==> src/rtl/audio_sample_feeder_pkg.sv <==
// Shared types and helpers for the audio sample feeder: the sample type and a 16-bit saturating clamp.
package audio_sample_feeder_pkg;

    localparam int SAMPLE_WIDTH = 16;

    typedef logic signed [SAMPLE_WIDTH-1:0] sample_t;

    function automatic sample_t sat16(input logic signed [31:0] v);
        sample_t r;
        if (v > 32'sd32767)
            r = 16'sh7FFF;
        else if (v < -32'sd32768)
            r = 16'sh8000;
        else
            r = v[15:0];
        return r;
    endfunction

endpackage

==> src/rtl/audio_sample_feeder_if.sv <==
// Codec-side and DFT-side signals of the sample feeder; master drives the codec strobe and pops, slave is the feeder.
interface audio_sample_feeder_if #(
    parameter int IN_WIDTH = 24,
    parameter int N        = 16,
    parameter int DEPTH    = 16
);
    logic signed [IN_WIDTH-1:0] leftIn;
    logic signed [IN_WIDTH-1:0] rightIn;
    logic                       codecValid;
    logic                       doingRead;
    logic signed [N-1:0]        inputSample;
    logic                       sampleReady;
    logic [$clog2(DEPTH):0]     fillLevel;
    logic [15:0]                overflowCount;
    logic [15:0]                underflowCount;

    modport master (
        output leftIn, rightIn, codecValid, doingRead,
        input  inputSample, sampleReady, fillLevel, overflowCount, underflowCount
    );

    modport slave (
        input  leftIn, rightIn, codecValid, doingRead,
        output inputSample, sampleReady, fillLevel, overflowCount, underflowCount
    );
endinterface

==> src/rtl/audio_sample_feeder_sample_fifo.sv <==
// Sample buffer between the mix stage and the DFT: pointer FIFO with forced-zero head when empty
// and one-cycle overflow/underflow event pulses.
module sample_fifo #(
    parameter int DEPTH = 16,
    parameter int N     = 16
) (
    input  logic                   clk,
    input  logic                   rst,
    input  logic                   wr_en,
    input  logic [N-1:0]           wr_data,
    input  logic                   rd_en,
    output logic [N-1:0]           rd_data,
    output logic                   not_empty,
    output logic [$clog2(DEPTH):0] fill_level,
    output logic                   overflow,
    output logic                   underflow
);
    localparam int AW = $clog2(DEPTH);

    logic [N-1:0] mem [DEPTH];
    logic [AW:0]  wptr;
    logic [AW:0]  rptr;
    logic         empty;
    logic         full;
    logic         do_pop;
    logic         do_write;

    assign empty = (wptr == rptr);
    assign full  = (wptr[AW] != rptr[AW]) && (wptr[AW-1:0] == rptr[AW-1:0]);

    // A pop on the same edge frees the slot a write to a full buffer needs.
    assign do_pop    = rd_en && !empty;
    assign do_write  = wr_en && (!full || do_pop);
    assign overflow  = wr_en && full && !do_pop;
    assign underflow = rd_en && empty;

    always_ff @(posedge clk or posedge rst) begin
        if (rst) begin
            wptr <= '0;
            rptr <= '0;
        end else begin
            if (do_write) wptr <= wptr + 1'b1;
            if (do_pop)   rptr <= rptr + 1'b1;
        end
    end

    always_ff @(posedge clk) begin
        if (do_write) mem[wptr[AW-1:0]] <= wr_data;
    end

    assign fill_level = wptr - rptr;
    assign not_empty  = !empty;
    assign rd_data    = empty ? '0 : mem[rptr[AW-1:0]];

endmodule

==> src/rtl/audio_sample_feeder.sv <==
// Stereo-to-mono mix stage, optional DC blocker (SAMPLE_DC_BLOCK_EN) and debug counters in front of
// the sample FIFO that feeds the DFT.
module audio_sample_feeder
    import audio_sample_feeder_pkg::*;
#(
    parameter int IN_WIDTH = 24,
    parameter int N        = 16,
    parameter int DEPTH    = 16,
    parameter int DC_IIR   = 10
) (
    input  logic                 clk,
    input  logic                 rst,
    audio_sample_feeder_if.slave bus
);
    logic signed [IN_WIDTH:0] mix_sum;
    logic signed [N-1:0]      mixed;
    logic signed [N-1:0]      stage_data;
    logic signed [N-1:0]      mix_data;
    logic                     mix_valid;
    logic                     ovf_evt;
    logic                     unf_evt;
    logic [15:0]              ovf_cnt;
    logic [15:0]              unf_cnt;

    assign mix_sum = {bus.leftIn[IN_WIDTH-1], bus.leftIn} + {bus.rightIn[IN_WIDTH-1], bus.rightIn};
    // Halving and dropping the low IN_WIDTH-N bits fold into one arithmetic shift of the sum.
    assign mixed   = N'(mix_sum >>> (IN_WIDTH - N + 1));

`ifdef SAMPLE_DC_BLOCK_EN
    localparam int EW = N + DC_IIR;

    logic signed [EW-1:0] est;
    logic signed [EW:0]   est_err;
    logic signed [EW:0]   est_step;
    logic signed [N:0]    blocked;

    assign est_err    = $signed({mixed[N-1], mixed, {DC_IIR{1'b0}}}) - $signed({est[EW-1], est});
    assign est_step   = est_err >>> DC_IIR;
    assign blocked    = $signed({mixed[N-1], mixed}) - $signed({est[EW-1], est[EW-1:DC_IIR]});
    assign stage_data = sat16(32'(blocked));

    always_ff @(posedge clk or posedge rst) begin
        if (rst)
            est <= '0;
        else if (bus.codecValid)
            est <= est + est_step[EW-1:0];
    end
`else
    assign stage_data = mixed;
`endif

    always_ff @(posedge clk or posedge rst) begin
        if (rst) begin
            mix_valid <= 1'b0;
            mix_data  <= '0;
        end else begin
            mix_valid <= bus.codecValid;
            if (bus.codecValid) mix_data <= stage_data;
        end
    end

    sample_fifo #(
        .DEPTH (DEPTH),
        .N     (N)
    ) u_fifo (
        .clk        (clk),
        .rst        (rst),
        .wr_en      (mix_valid),
        .wr_data    (mix_data),
        .rd_en      (bus.doingRead),
        .rd_data    (bus.inputSample),
        .not_empty  (bus.sampleReady),
        .fill_level (bus.fillLevel),
        .overflow   (ovf_evt),
        .underflow  (unf_evt)
    );

    always_ff @(posedge clk or posedge rst) begin
        if (rst) begin
            ovf_cnt <= '0;
            unf_cnt <= '0;
        end else begin
            if (ovf_evt && ovf_cnt != 16'hFFFF) ovf_cnt <= ovf_cnt + 16'd1;
            if (unf_evt && unf_cnt != 16'hFFFF) unf_cnt <= unf_cnt + 16'd1;
        end
    end

    assign bus.overflowCount  = ovf_cnt;
    assign bus.underflowCount = unf_cnt;

endmodule

==> src/flat_wrapper.sv <==
// flat-port wrapper written by rule: the top's interface ports become plain ports
module audio_sample_feeder_flat import audio_sample_feeder_pkg::*;
#(
    parameter int IN_WIDTH = 24,
    parameter int N        = 16,
    parameter int DEPTH    = 16,
    parameter int DC_IIR   = 10
)
  (clk, rst, bus_leftIn, bus_rightIn, bus_codecValid, bus_doingRead, bus_inputSample, bus_sampleReady, bus_fillLevel, bus_overflowCount, bus_underflowCount);
  audio_sample_feeder_if #(.IN_WIDTH(IN_WIDTH), .N(N), .DEPTH(DEPTH)) bus_i ();
  input  logic clk;
  input  logic rst;
  input wire logic [$bits(bus_i.leftIn)-1:0] bus_leftIn;
  input wire logic [$bits(bus_i.rightIn)-1:0] bus_rightIn;
  input wire logic [$bits(bus_i.codecValid)-1:0] bus_codecValid;
  input wire logic [$bits(bus_i.doingRead)-1:0] bus_doingRead;
  output wire logic [$bits(bus_i.inputSample)-1:0] bus_inputSample;
  output wire logic [$bits(bus_i.sampleReady)-1:0] bus_sampleReady;
  output wire logic [$bits(bus_i.fillLevel)-1:0] bus_fillLevel;
  output wire logic [$bits(bus_i.overflowCount)-1:0] bus_overflowCount;
  output wire logic [$bits(bus_i.underflowCount)-1:0] bus_underflowCount;
  assign bus_i.leftIn = bus_leftIn;
  assign bus_i.rightIn = bus_rightIn;
  assign bus_i.codecValid = bus_codecValid;
  assign bus_i.doingRead = bus_doingRead;
  assign bus_inputSample = bus_i.inputSample;
  assign bus_sampleReady = bus_i.sampleReady;
  assign bus_fillLevel = bus_i.fillLevel;
  assign bus_overflowCount = bus_i.overflowCount;
  assign bus_underflowCount = bus_i.underflowCount;
  audio_sample_feeder #(.IN_WIDTH(IN_WIDTH), .N(N), .DEPTH(DEPTH), .DC_IIR(DC_IIR)) u_core (.clk(clk), .rst(rst), .bus(bus_i));
endmodule
==> config.mk <==
export PLATFORM = sky130hd
export DESIGN_NAME = audio_sample_feeder_flat
export DESIGN_NICKNAME = d
export VERILOG_FILES = /design/src/rtl/audio_sample_feeder_pkg.sv /design/src/rtl/audio_sample_feeder_if.sv /design/src/rtl/audio_sample_feeder_sample_fifo.sv /design/src/rtl/audio_sample_feeder.sv /design/src/flat_wrapper.sv
export SDC_FILE = /design/constraint.sdc
export NUM_CORES = 1
export LEC_CHECK = 0
export BUFFER_PORTS_ARGS = -buffer_cell sky130_fd_sc_hd__buf_4
export CAP_MARGIN = 25
export CORE_ASPECT_RATIO = 2
export CORE_MARGIN = 10
export CORE_UTILIZATION = 65
export CTS_BUF_LIST = sky130_fd_sc_hd__clkbuf_16
export CTS_CLUSTER_SIZE = 10
export DETAILED_ROUTE_END_ITERATION = 10
export GPL_TIMING_DRIVEN = 0
export PLACE_DENSITY_LB_ADDON = 0.1
export SYNTH_ARGS = -nofsm -noshare
export SYNTH_HDL_FRONTEND = slang
export SYNTH_HIERARCHICAL = 1
export SYNTH_SLANG_ARGS = --single-unit
==> constraint.sdc <==
create_clock -name clk -period 10.8 [get_ports clk]
set_clock_uncertainty 0.15 [all_clocks]
set_input_delay 0.54 -clock clk [delete_from_list [all_inputs] [get_ports clk]]
set_output_delay 0.54 -clock clk [all_outputs]
set_load 0.03 [all_outputs]
# Word level (Yosys, flattened, before mapping)
# Memory sizes are Yosys's and may differ from the RTL's.
# Index checks and enable logic that the tools add are counted.
dict set report word_totals {
  reg_bits 59
  mem_bits_rw 256
  out_inout_bits 54
  elab_cells 33
  mem_count 1
}
dict set report classes {
  addsub 6
  n_eq_ne 5
  n_mux 3
  reduce_logical 12
}
# name words word_bits read_ports rd_ports_with_merged_regs write_ports line
set mem_list {}
lappend mem_list {u_core.u_fifo.mem 16 16 1 0 1 audio_sample_feeder_sample_fifo.sv:20} ;# logic [N-1:0] mem [DEPTH];
# operator count
set ops {}
lappend ops {{$add A16 B1 Y16 const B} 2}
lappend ops {{$ne A16 B16 Y1 const B} 2}
lappend ops {{$add A24 B24 Y25} 1}
lappend ops {{$mux W16} 1}
lappend ops {{$add A5 B1 Y5 const B} 2}
lappend ops {{$logic_and A1 B1 Y1} 8}
lappend ops {{$eq A5 B5 Y1} 1}
lappend ops {{$sub A5 B5 Y5} 1}
lappend ops {{$eq A4 B4 Y1} 1}
lappend ops {{$logic_not A1 Y1} 3}
lappend ops {{$mux W1} 2}
lappend ops {{$logic_or A1 B1 Y1} 1}
lappend ops {{$ne A1 B1 Y1} 1}

# Longest topological paths before layout
dict set report depth {
  ltp_word 7
  ltp_mapped 14
  depth_no_buf 10
}

# Cells and area by module
# Netlist, hierarchy kept.
# mod n_inst cells_each area_each_um2 seq_area_each_um2
set by_module_without_submodules {}
lappend by_module_without_submodules {sample_fifo 1 493 10520.1 7937.6}
lappend by_module_without_submodules {audio_sample_feeder 1 299 3104.2 1226.2}

# Least setup slack after synthesis
# OpenSTA, ideal clock, no wires.
dict set report synth_timing {
  path_kind {register -> register}
  startpoint {register u_core.u_fifo.rptr[2]}
  endpoint {memory u_core.u_fifo.mem[3][0] (enable)}
  t_arrival_ps 3110
  path_slack_ps 7131
  path_stages_with_launch 11
  path_buffers 4
  synth_period_minus_slack_ps 3669
  cell_sequence {dfrtp_1 buf_2 buf_2 inv_2 buf_2 ha_1 nand4_1 o31a_1 buf_2 nand2_1 nor3_1}
}
dict set report synth_via {
  elab_chain_len 7
}
# element line
set synth_rtl {}
lappend synth_rtl {{start, declared} audio_sample_feeder_sample_fifo.sv:22} ;# logic [AW:0] rptr;
lappend synth_rtl {{start signal, assigned} audio_sample_feeder_sample_fifo.sv:43} ;# if (do_pop) rptr <= rptr + 1'b1;
lappend synth_rtl {{$eq A5 B5 Y1 or $eq A4 B4 Y1 (tied branches)} {audio_sample_feeder_sample_fifo.sv:28, audio_sample_feeder_sample_fifo.sv:29}}
lappend synth_rtl {{$logic_not A1 Y1 or $logic_and A1 B1 Y1 (tied branches)} {audio_sample_feeder_sample_fifo.sv:32, audio_sample_feeder_sample_fifo.sv:29}}
lappend synth_rtl {{$logic_and A1 B1 Y1 or $logic_not A1 Y1 (tied branches)} {audio_sample_feeder_sample_fifo.sv:32, audio_sample_feeder_sample_fifo.sv:33}}
lappend synth_rtl {{$logic_or A1 B1 Y1 (*)} audio_sample_feeder_sample_fifo.sv:33} ;# assign do_write = wr_en && (!full || do_pop);
lappend synth_rtl {{$logic_and A1 B1 Y1 (*)} audio_sample_feeder_sample_fifo.sv:33}
lappend synth_rtl {{$mux W1 (*)} audio_sample_feeder_sample_fifo.sv:48} ;# if (do_write) mem[wptr[AW-1:0]] <= wr_data;
lappend synth_rtl {{$mux W1 (not written as such) (*)} audio_sample_feeder_sample_fifo.sv:48}
lappend synth_rtl {{end, declared} audio_sample_feeder_sample_fifo.sv:20}
# Every way passes the cells marked *; elsewhere a longest branch is shown, timed or not.

# Worst setup path after layout
dict set report layout_timing {
  startpoint {register u_core.u_fifo.rptr[2]}
  endpoint {output bus_inputSample[13]}
}
dict set report layout_via {
  elab_chain_len 2
}
# element line
set layout_rtl {}
lappend layout_rtl {{$mem_v2 Z16 W16 or $eq A5 B5 Y1 (tied branches)} --}
lappend layout_rtl {{$mux W16 (*)} audio_sample_feeder_sample_fifo.sv:53} ;# assign rd_data = empty ? '0 : mem[rptr[AW-1:0]];
lappend layout_rtl {{end, declared} flat_wrapper.sv:17} ;# output wire logic [$bits(bus_i.inputSample)-1:0] bus_inputSample;
# Marks and branches as above.

==> metrics.md <==
| Metric | Value |
|---|---|
| Outcome | complete, no violations |
| Cts hold-fix bufs | 2 |
| WP data required | 10.11 ns |
| Largest net degree at the start of global routing | 41 |
| Fin util | slightly below 80% |
| Number of flops mapped to enable cells by yosys | 256 |
| Total gr overflow | 0 |
| Worst EP arrival | 3.98 ns |
| Share of post-route cells with drive strength above 1 | between 30% and 40% |
| Met1 wire length | between 10 and 15 mm |
| Placed cells | 1,179 |
| First-pass GRT wire length | 49.90 mm |
| Fin cells | 1,239 |
| Mean Syn Cell Area | 17.20 um^2 |
| Syn Inst Count | 792 |
| RSZ-0062 raised after global routing | no |
| Synth area leader | edfxtp_1 |
| Core area | ~0.02 mm^2 |
| Hold crit path type | input pin to register |
| CTS resizes | 0 |
| Post-synth top cells | 256 x edfxtp_1, 64 x mux4_2, 59 x dfrtp_1, 40 x xnor2_1, 34 x ha_1 |
| Startpoint Class | register |
| Starting Density | 66.28% |
| I/O pin count | 106 |
| CTS Buf Count | 37 |
| Metal2 WL | 17.79 mm |
| Final HPWL DP | 21.58 mm |
| Max Used Layer | met4 |
| Die height | 224.7 um |
| Worst VDD drop | 0.0002037 V |
| Die W | between 100 and 150 um |
| Ys flop type | edfxtp_1 |
| Fin. max-slew vios | 0 |
| Vias per cell | 6.382 |
| First-pass DRT Iterations | 4 |
| CTS H-tree lvls | 2 |
| Vias in the first global route | 8,741 |
| Pleak | 6.024 nW |
| Residual DRC | 0 |
| Cell Pwr Density | between 200 and 300 mW/mm^2 |
| Slew headroom | 39.30% |
| Endpoints failing hold | 0 |
| Die ar. | 0.02750 mm^2 |
| Final setup TNS | 0 ns |
| Async SR Flop Fraction | 18.73% |
| Worst Tran Pin Value | 0.9095 ns |
| Via Count | 7,907 |
| Final setup violation count | 0 |
| Crit share post-route | 43.21% |
| Cell Area, Synth | between 0.01 and 0.015 mm^2 |
| Setup Fix Bufs, Post-CTS | 0 |
| Yosys warns | 6 |
| GRT Total Usage | 23.80% |
| Clock Tree Buf Depth | 3 |
| Input/output buffers | 105 |
| Filler Cell Count | approximately 1,100 |
| Post-synthesis cell type count | 69 |
| Post-DRT Antenna Nets | 0 |
| Nets | between 1,000 and 1,500 |
| Minimum clock period | ~4.7 ns |
| Diodes inserted | 0 |
| Max_cap viols | 0 |
| Met3 Routed Length | between 1.5 and 2 mm |
| Register area share after synthesis | 67.26% |
| Final WS setup | 6.134 ns |
| Reg2Reg Depth | 14 |
| Clk_lat worst skew | roughly 0.5 ns |
| Fmax | ~210 MHz |
| Min-Delay Path Depth | 3 |
| Area contributors post-synth | edfxtp_1 56%, dfrtp_1 11%, mux4_2 11%, ha_1 3.1%, xnor2_1 2.6% |
| Top-area cell type share of the netlist area | 56.42% |
| Clk slew on worst S/H paths | 0.06 ns |
| Area grow syn2layout | 18.00% |
| CTS sink cnt | 315 |
| Place WS | between 6 and 7 ns |
| Multi-input combinational cell area | between 0.004 and 0.005 mm^2 |
| Drt wl/cell | 25.61 um |
| Syn_nets | 879 |
| CP Capture Type | primary output |
| Crit Path Class | register to primary output |
| DR iter-0 viols | 630 |
| Row count | 74 |
| Reg area | between 0.009 and 0.01 mm^2 |
| Yosys reg bits | 315 |
| Top-count cell post-synth | edfxtp_1 |
| Initial antenna violation count | 0 |
| Total power | around 0.0043 W |
| CTS tree | done |
| Gpl congestion | 0.9029 |
| WL final | 31.73 mm |
| Clock Tree Root | clkbuf_16 |
| CP Max Fanout | 10 |
-- layer usage --
layer	global-route usage [%]	up-vias
met3	3.262	111
met5	0	-
met1	25.86	4009
met4	12.03	0
met2	43.56	339
li1	-	3448
-- critical path, cell delays in order, from the launching register on --
cell      delay [ns]
dfrtp_1         0.36
buf_2           0.21
buf_2           0.25
inv_2           0.25
buf_2           0.41
ha_1            0.36
nand4_1         0.22
nand2b_1        0.22
clkbuf_1        0.45
o21ai_1         0.14
a21oi_1         0.34
buf_4           0.24
-- registers in the layout, summed over array words and instances, names as in the netlist --
register	flops
u_core/bus.overflowCount	16
u_core/u_fifo/mem	256
u_core/mix_data	16
u_core/mix_valid	1
u_core/u_fifo/wptr	5
u_core/bus.underflowCount	16
u_core/u_fifo/rptr	5
-- cell usage in the layout, fill, tap and decap left out, types with 5 or more instances in the layout --
cell       netlist  routed
nand2_1         32      32
buf_6            5       9
dfrtp_1         59      59
o21ai_0         11      11
o21a_1           6       6
buf_4            1     106
a21oi_1         28      28
nor3_1          10       6
clkbuf_1        12      12
xnor2_1         40      40
mux2i_1         16      16
xor2_1          10      10
nor2_1          29      18
edfxtp_1       256     256
nand3_1         15      15
clkbuf_16        0      37
a211oi_1         5       5
mux2_2          26      26
mux4_2          64      64
and4_1           5       5
ha_1            34      34
inv_1           19      38
o21ai_1         13      13
buf_2            9       9
nor2_2           0      11
a21o_1           7       7
buf_8            1      10
and3_1          10      10
nand4_1         10      10
-- path summary, 6_finish.rpt --
check	start	endpoint	slack (ns)
min in group asynchronous	rst	u_core/bus.overflowCount[11]$_DFFE_PP0P_	0.38
max reg2reg	u_core/u_fifo/rptr[2]$_DFFE_PP0P_	u_core/bus.underflowCount[15]$_DFFE_PP0P_	6.35
min reg2reg	u_core/bus.overflowCount[4]$_DFFE_PP0P_	u_core/bus.overflowCount[4]$_DFFE_PP0P_	0.34
max	u_core/u_fifo/rptr[2]$_DFFE_PP0P_	bus_inputSample[13]	6.13
max in group asynchronous	rst	u_core/bus.underflowCount[3]$_DFFE_PP0P_	9.61
min	bus_doingRead	u_core/u_fifo/rptr[2]$_DFFE_PP0P_	0.24
-- stage by stage --
step | hold slack (ns) | area [um^2]
after global routing | 0.2546 | 16080
after global placement | 0.3293 | 14750
after CTS | 0.2319 | 16080
after detailed placement | 0.3367 | 15050
after floorplan | 0.2302 | 13620
final | 0.2415 | 16080
-- logic make-up (layout without fill, tap and decap cells) --
logic type / count (synthesis) / after routing / share of synthesized area [%]
xor+xnor: 50 / 50 / 3.214
flops: 315 / 315 / 67.26
fa+ha+maj: 35 / 35 / 3.269
buf+inv: 50 / 231 / 1.846
mux: 107 / 107 / 14.01
simple gates: 130 / 130 / 4.785
compound gates: 105 / 105 / 5.611
-- power by group --
part           leakage [nW]  switching [W]  total [W]  internal (W)
clock network         0.563       0.000440    0.00105      0.000611
registers              3.07       0.000123    0.00164       0.00152
logic                  2.40       0.000916    0.00158      0.000662
total                  6.02        0.00148    0.00427       0.00279
-- cell type report --
type	count	area share, %
buffer	29	1.074
multi-input combinational	427	26.48
timing repair buffer	123	6.615
clock inverter	21	0.5137
clock buffer	37	5.759
inverter	21	0.4903
sequential	315	57.00
tap	266	2.070
No activity file was read; power rests on OpenSTA's default activity.
